<file path="src/rtl/aes_key_fetch_ctrl.sv">
// AES request sequencer: fetches a 128-bit key (with a one-entry address cache),
// launches the AES core, waits for completion with a timeout and publishes the result.
module aes_key_fetch_ctrl #(
  parameter int CORE_TIMEOUT = 255,
  parameter int KEY_STRIDE   = 4
) (
  input  logic         clk,
  input  logic         nrst,
  input  logic         aes_start,
  input  logic [31:0]  data0_i,
  input  logic [31:0]  data1_i,
  input  logic [31:0]  data2_i,
  input  logic [31:0]  data3_i,
  input  logic [31:0]  key_addr_i,
  output logic         mem_req,
  output logic [31:0]  mem_addr,
  input  logic         mem_ack,
  input  logic [31:0]  mem_rdata,
  output logic         core_start,
  output logic [127:0] core_block,
  output logic [127:0] core_key,
  input  logic         core_done,
  input  logic [127:0] core_result,
  output logic [31:0]  res0_o,
  output logic [31:0]  res1_o,
  output logic [31:0]  res2_o,
  output logic [31:0]  res3_o,
  output logic         aes_done,
  output logic         aes_err,
  output logic         busy
);

  localparam int CW = $clog2(CORE_TIMEOUT + 2);

  typedef enum logic [2:0] {
    S_IDLE,
    S_FETCH,
    S_CORE_GO,
    S_CORE_WAIT,
    S_DONE
  } state_t;

  state_t         state_reg;
  logic [127:0]   block_reg;
  logic [127:0]   key_reg;
  logic [31:0]    key_addr_reg;
  logic [31:0]    cached_addr_reg;
  logic           key_valid_reg;
  logic [1:0]     idx_reg;
  logic [CW-1:0]  cnt_reg;
  logic [127:0]   res_reg;
  logic           mem_req_reg;
  logic           core_start_reg;
  logic           aes_done_reg;
  logic           aes_err_reg;
  logic           busy_reg;
  logic [31:0]    fetch_addr;

  // Byte address of the current key word; wraps modulo 2^32, low bits forced to word alignment.
  assign fetch_addr = key_addr_reg + 32'(KEY_STRIDE) * {30'd0, idx_reg};

  assign mem_req    = mem_req_reg;
  assign mem_addr   = mem_req_reg ? {fetch_addr[31:2], 2'b00} : 32'd0;
  assign core_start = core_start_reg;
  assign core_block = block_reg;
  assign core_key   = key_reg;
  assign res0_o     = res_reg[127:96];
  assign res1_o     = res_reg[95:64];
  assign res2_o     = res_reg[63:32];
  assign res3_o     = res_reg[31:0];
  assign aes_done   = aes_done_reg;
  assign aes_err    = aes_err_reg;
  assign busy       = busy_reg;

  always_ff @(posedge clk or negedge nrst) begin
    if (!nrst) begin
      state_reg       <= S_IDLE;
      block_reg       <= '0;
      key_reg         <= '0;
      key_addr_reg    <= '0;
      cached_addr_reg <= '0;
      key_valid_reg   <= 1'b0;
      idx_reg         <= '0;
      cnt_reg         <= '0;
      res_reg         <= '0;
      mem_req_reg     <= 1'b0;
      core_start_reg  <= 1'b0;
      aes_done_reg    <= 1'b0;
      aes_err_reg     <= 1'b0;
      busy_reg        <= 1'b0;
    end else begin
      case (state_reg)
        S_IDLE: begin
          if (aes_start) begin
            block_reg    <= {data0_i, data1_i, data2_i, data3_i};
            key_addr_reg <= key_addr_i;
            busy_reg     <= 1'b1;
            if (key_valid_reg && (key_addr_i == cached_addr_reg)) begin
              core_start_reg <= 1'b1;
              state_reg      <= S_CORE_GO;
            end else begin
              key_valid_reg <= 1'b0;
              idx_reg       <= '0;
              mem_req_reg   <= 1'b1;
              state_reg     <= S_FETCH;
            end
          end
        end

        S_FETCH: begin
          if (mem_ack) begin
            case (idx_reg)
              2'd0:    key_reg[127:96] <= mem_rdata;
              2'd1:    key_reg[95:64]  <= mem_rdata;
              2'd2:    key_reg[63:32]  <= mem_rdata;
              default: key_reg[31:0]   <= mem_rdata;
            endcase
            idx_reg <= idx_reg + 2'd1;
            if (idx_reg == 2'd3) begin
              mem_req_reg     <= 1'b0;
              key_valid_reg   <= 1'b1;
              cached_addr_reg <= key_addr_reg;
              core_start_reg  <= 1'b1;
              state_reg       <= S_CORE_GO;
            end
          end
        end

        S_CORE_GO: begin
          core_start_reg <= 1'b0;
          cnt_reg        <= '0;
          state_reg      <= S_CORE_WAIT;
        end

        S_CORE_WAIT: begin
          // A completion on the same edge as the timeout wins.
          if (core_done) begin
            res_reg      <= core_result;
            aes_done_reg <= 1'b1;
            aes_err_reg  <= 1'b0;
            state_reg    <= S_DONE;
          end else if (cnt_reg + CW'(1) == CW'(CORE_TIMEOUT)) begin
            cnt_reg       <= cnt_reg + CW'(1);
            key_valid_reg <= 1'b0;
            aes_done_reg  <= 1'b1;
            aes_err_reg   <= 1'b1;
            state_reg     <= S_DONE;
          end else begin
            cnt_reg <= cnt_reg + CW'(1);
          end
        end

        S_DONE: begin
          aes_done_reg <= 1'b0;
          aes_err_reg  <= 1'b0;
          busy_reg     <= 1'b0;
          state_reg    <= S_IDLE;
        end

        default: begin
          mem_req_reg    <= 1'b0;
          core_start_reg <= 1'b0;
          aes_done_reg   <= 1'b0;
          aes_err_reg    <= 1'b0;
          busy_reg       <= 1'b0;
          state_reg      <= S_IDLE;
        end
      endcase
    end
  end

endmodule

</file>
<file path="config.mk">
export PLATFORM = sky130hd
export DESIGN_NAME = aes_key_fetch_ctrl
export DESIGN_NICKNAME = d
export VERILOG_FILES = /design/src/rtl/aes_key_fetch_ctrl.sv
export SDC_FILE = /design/constraint.sdc
export NUM_CORES = 1
export LEC_CHECK = 0
export BUFFER_PORTS_ARGS = -buffer_cell sky130_fd_sc_hd__buf_2
export CAP_MARGIN = 5
export CELL_PAD_IN_SITES_DETAIL_PLACEMENT = 0
export CELL_PAD_IN_SITES_GLOBAL_PLACEMENT = 1
export CORE_AREA = 2 2 294 296
export CTS_BUF_LIST = sky130_fd_sc_hd__clkbuf_8
export DETAILED_ROUTE_END_ITERATION = 12
export DIE_AREA = 0 0 296 298
export PLACE_DENSITY = 0.57
export SLEW_MARGIN = 20
export SYNTH_ARGS = -nofsm -noshare
export SYNTH_HDL_FRONTEND = slang
export SYNTH_SLANG_ARGS = --single-unit
</file>
<file path="constraint.sdc">
create_clock -name clk -period 5.34 [get_ports clk]
set_clock_uncertainty 0.15 [all_clocks]
set_input_delay 1.068 -clock clk [delete_from_list [all_inputs] [get_ports clk]]
set_output_delay 1.068 -clock clk [all_outputs]
set_load 0.05 [all_outputs]
</file>
Yosys cells after proc, flatten, opt, wreduce, memory -nomap -nowiden
Index checks and enable logic that the tools add are counted.
{"block": "totals", "output_inout_bits": 421, "reg_bits": 468, "wordCells": 104, "in_bits": 325}
{"block": "op_classes", "bitwise": 5, "add_sub_neg": 3, "n_reduce_logical": 26, "muxes": 36, "n_eq_ne": 17}
{"op": "32-bit by 4-bit adder with 32-bit output", "n": 1}
{"op": "32-bit == test", "n": 1}
{"op": "32-bit 2-to-1 mux", "n": 1}
{"op": "9-bit one-hot mux with 2 select lines", "n": 1}
{"op": "1-bit 2-to-1 mux", "n": 16}
{"op": "3-bit 2-to-1 mux", "n": 5}
{"op": "3-bit AND reduction", "n": 5}
{"op": "2-bit != test (second input constant)", "n": 7}
{"op": "3-bit one-hot mux with 4 select lines", "n": 1}
{"op": "3-bit OR reduction", "n": 4}
{"op": "2-bit AND reduction", "n": 5}
{"op": "5-bit AND reduction", "n": 2}
{"op": "9-bit by 1-bit adder with 9-bit output (second input constant)", "n": 1}
{"op": "9-bit by 8-bit == test with 1-bit output (second input constant)", "n": 1}
{"op": "9-bit 2-to-1 mux", "n": 1}
{"op": "1-bit one-hot mux with 3 select lines", "n": 3}
{"op": "2-bit 2-to-1 mux", "n": 4}
{"op": "4-bit AND reduction", "n": 2}
{"op": "7-bit AND reduction", "n": 1}
{"op": "3-bit by 2-bit == test with 1-bit output (second input constant)", "n": 2}
{"op": "1-bit one-hot mux with 2 select lines", "n": 3}
{"op": "1-bit inverter", "n": 5}
{"op": "2-bit == test (second input constant)", "n": 2}
{"op": "2-bit one-hot mux with 2 select lines", "n": 1}
{"op": "11 further kinds", "n": 12}

Longest topological paths before layout
{"block": "depth", "word_depth": 5, "ltp_mapped": 8, "ltp_nobuf": 7}

Worst setup path before layout
OpenSTA, ideal clock, no wires.
{"block": "synth_timing", "kind": "register to output", "from": "register idx_reg[0]", "to": "output mem_addr[28]", "path_stages_with_launch": 9, "path_buffers": 1, "t_arrival_ps": 3187, "slack_ps": 935, "required_time_ps": 4122, "path_cell_list": "dfrtp_1 > ha_1 > inv_1 > fa_1 > or3b_4 > or4_1 > buf_2 > or3_1 > a21oi_1"}
{"block": "synth_via", "elab_chain_cells": 2}
{"item": "start: declaration", "line": "49", "text": "logic [1:0] idx_reg;"}
{"item": "start signal: assignment", "line": "118", "text": "idx_reg <= idx_reg + 2'd1;"}
{"item": "32-bit by 4-bit adder with 32-bit output", "line": "60", "text": "assign fetch_addr = key_addr_reg + 32'(KEY_STRIDE) * {30'd0, idx_reg};"}
{"item": "32-bit 2-to-1 mux", "line": "63", "text": "assign mem_addr = mem_req_reg ? {fetch_addr[31:2], 2'b00} : 32'd0;"}
{"item": "end: declaration", "line": "16", "text": "output logic [31:0] mem_addr,"}
Every way passes these cells.

Worst setup path in the final report
Ends and elaborated chain as after synthesis.

==> impl_results.md <==
- Row cnt: 107
- Antenna viol nets, final: 0
- Count leader, synth: nand2_1
- Resize count post-CTS: 0
- Register Area: 11710 µm²
- Crit-path max FO: 8
- Clk root buf: clkbuf_8
- Worst slew pin tran: 1.010 ns
- Critical Path Start: idx_reg[0]$_DFFE_PN0P_
- Post-DP HPWL: 52.21 mm
- Drt total wl: 70.05 mm
- Nets: 2709
- Hold Path Class: in -> async
- Synth Area in Adders: 0.6353%
- Mapped Avg Cell Area: 11.74 µm²
- Vias in the first global route: 16050
- Startpoint types: register
- Total CTS buffers: 88
- Crit-path cells: ha_1 > inv_1 > fa_1 > or3b_4 > or4_1 > or3_1 > a21oi_1 > buf_2
- Commonest cells in the netlist: 507 x nand2_1, 468 x dfrtp_1, 285 x mux2_2
- Fin crit share: 93.90%
- Fmax achieved: 199.4 MHz
- Fin cells: 3591
- Setup violators final: 0
- Crit path max-delay family: simple AND/OR/NAND/NOR gates
- Post-synthesis simple-gate area fraction: 13.49%
- Initial antenna violation count: 21
- Slew Viols, Final: 0
- Post-cts hold buffer count: 0
- Die ar.: 88210 µm²
- Portion of netlist area occupied by mux cells: 17.03%
- Yosys warning count: 0
- First-pass GRT wire length: 104.3 mm
- Peak VDD IR: 0.4662 mV
- Seq cells post-synth: 468
- H-tree levels: 3
- Compound-Gate Fraction of Synth Area: 2.528%
- Cell accounting for the most synthesized area: dfrtp_1
- Outcome: finished, final reports clean
- Post-synthesis sequential area ratio: 61.95%
- R2R setup slack: 2.47 ns
- Starting Density: 22.27%
- DR pass1 iterations: 4
- RR Startpoint: state_reg[0]$_DFFE_PN0P_
- Synthesized area: 18910 µm²
- Clock sink count: 468
- Cells after DPL: 3429
- Number of port buffers: 743
- Total power: 20.48 mW
- DP Area: 23930 µm²
- Max Root-Sink Buffers: 3
- Pleak: 13.21 nW
- I/O pin count: 746
- Tmin final: 5.014 ns
- Sum of negative setup slack: 0 ns
- Delay of the slowest critical-path stage: 0.65 ns
- Count of final hold-check violations: 0
- Die Wd: 296 µm
- RePlAce Congestion: 0.8276
- Worst Path Arrival: 3.80 ns
- Post-synth EDFFs: 0
- TritonCTS clock tree: built
- Power Density: 796.3 nW/µm²
- Post-CTS setup buffers: 0
- Unique masters post-synth: 54
- Post-Route Utilization: 30.31%
- Xor and xnor area share after synthesis: 2.224%
- Via density: 4.157
- Largest net degree at the start of global routing: 133
- Crit. End Element: primary output
- Core ar.: 84880 µm²
- Area of all placed cells without fillers: 25720 µm²
- Insertion delay to the later sink of the worst-skew pair: 0.66 ns
- Die Y-Extent: 298 µm
- Total Routing Usage GR: 15.68%
- # DRC: 0
- Top FF cell, synth: dfrtp_1
- Critical path's slowest cell: or4_1
- Routed vias: 14930
- Fillers: 8976
- Worst path required time: 4.12 ns
- FFs w/ async S/R, synth: 100.0%
- Clock transition at path regs: 0.06 ns
- Mapped Cells: 1610
- Iter 0 DRT Violations: 712
- Largest family of logic cells by synthesized area: multiplexers
- Overflow after GRT: 0
- Main area contributors after synthesis: dfrtp_1 62%, mux2_2 17%, nand2_1 10%, xnor2_1 1.5%, clkbuf_1 1.3%
- Post-synth top area share: 61.95%
- Worst path bufs/invs: 2
- Routed wire length per instance: 19.51 µm
- Layout area overhead: 36.07%
- Critical path class: reg -> out
- Slew HR: 32.68%
- Number of max-cap violations: 0
- Share of layout cells above drive strength 1: 48.54%
- Unrepaired setup endpoints after global routing: no
- Area of the multi-input gates: 6825 µm²
-- per-stage QoR --
stage          hold WS [ns]  setup slack, ns
2_1_floorplan        0.2917           0.9349
5_1_grt              0.3242          0.06142
3_3_place_gp         0.3030            1.041
6_report             0.2952           0.3255
3_5_place_dp         0.3062            1.026
4_1_cts              0.3077           0.2183
-- cell families after synthesis --
group                    after synthesis
buffers and inverters                100
AND/OR/NAND/NOR                      621
multiplexers                         286
XOR/XNOR                              48
other                                  1
flip-flops                           468
AO/OA/AOI/OAI                         77
adder cells (fa/ha/maj)                9
-- cell usage in the layout (no fill, tap or decap), types with 6 or more instances in the layout --
cell / instances
o21ai_0: 27
nor3_1: 6
clkinv_2: 6
o31ai_1: 7
nand3_1: 13
dfrtp_1: 468
nor2_1: 32
clkbuf_8: 107
mux2_2: 285
buf_4: 10
nor4_1: 8
a21oi_1: 21
or3_1: 8
xnor2_1: 32
inv_1: 44
xor2_1: 16
diode_2: 10
nand2_1: 504
and3_1: 7
nand4_1: 15
buf_2: 742
ha_1: 8
-- final timing paths --
check,end,cells past startpoint
worst max-delay path,mem_addr[28],8
worst min-delay path,core_key[97]$_DFFE_PN0P_,1
worst max register to register,core_block[9]$_DFFE_PN0P_,5
worst min register to register,core_block[35]$_DFFE_PN0P_,2
max in group asynchronous,key_addr_reg[28]$_DFFE_PN0P_,2
min in group clk,core_block[35]$_DFFE_PN0P_,2
-- layout make-up --
| type | count | area share (%) |
|---|---|---|
| Multi-Input combinational cell | 1043 | 26.53 |
| Tap cell | 1144 | 5.564 |
| Clock inverter | 45 | 1.148 |
| Antenna cell | 10 | 0.09728 |
| Sequential cell | 468 | 45.53 |
| Clock buffer | 107 | 5.725 |
| Inverter | 16 | 0.2335 |
| Timing Repair Buffer | 758 | 15.18 |
-- power by group --
part / leakage (nW) / switching [mW] / total [mW] / internal, mW
clock network: 1.01 / 1.61 / 3.57 / 1.95
registers: 5.75 / 1.03 / 6.28 / 5.25
logic: 6.45 / 8.00 / 10.6 / 2.64
-- routing by layer --
layer  vias up  wire length, µm  part of all wire, %  global-route usage, %
met2       475            36950                   53                  28.39
met1      7414            26240                   37                  17.23
met5         -               86                 0.12                      0
met3       143             4606                  6.6                  4.759
li1       6883                -                    -                      -
met4        12             2176                  3.1                  5.303
Note: power is estimated with default switching activity, not from simulation.
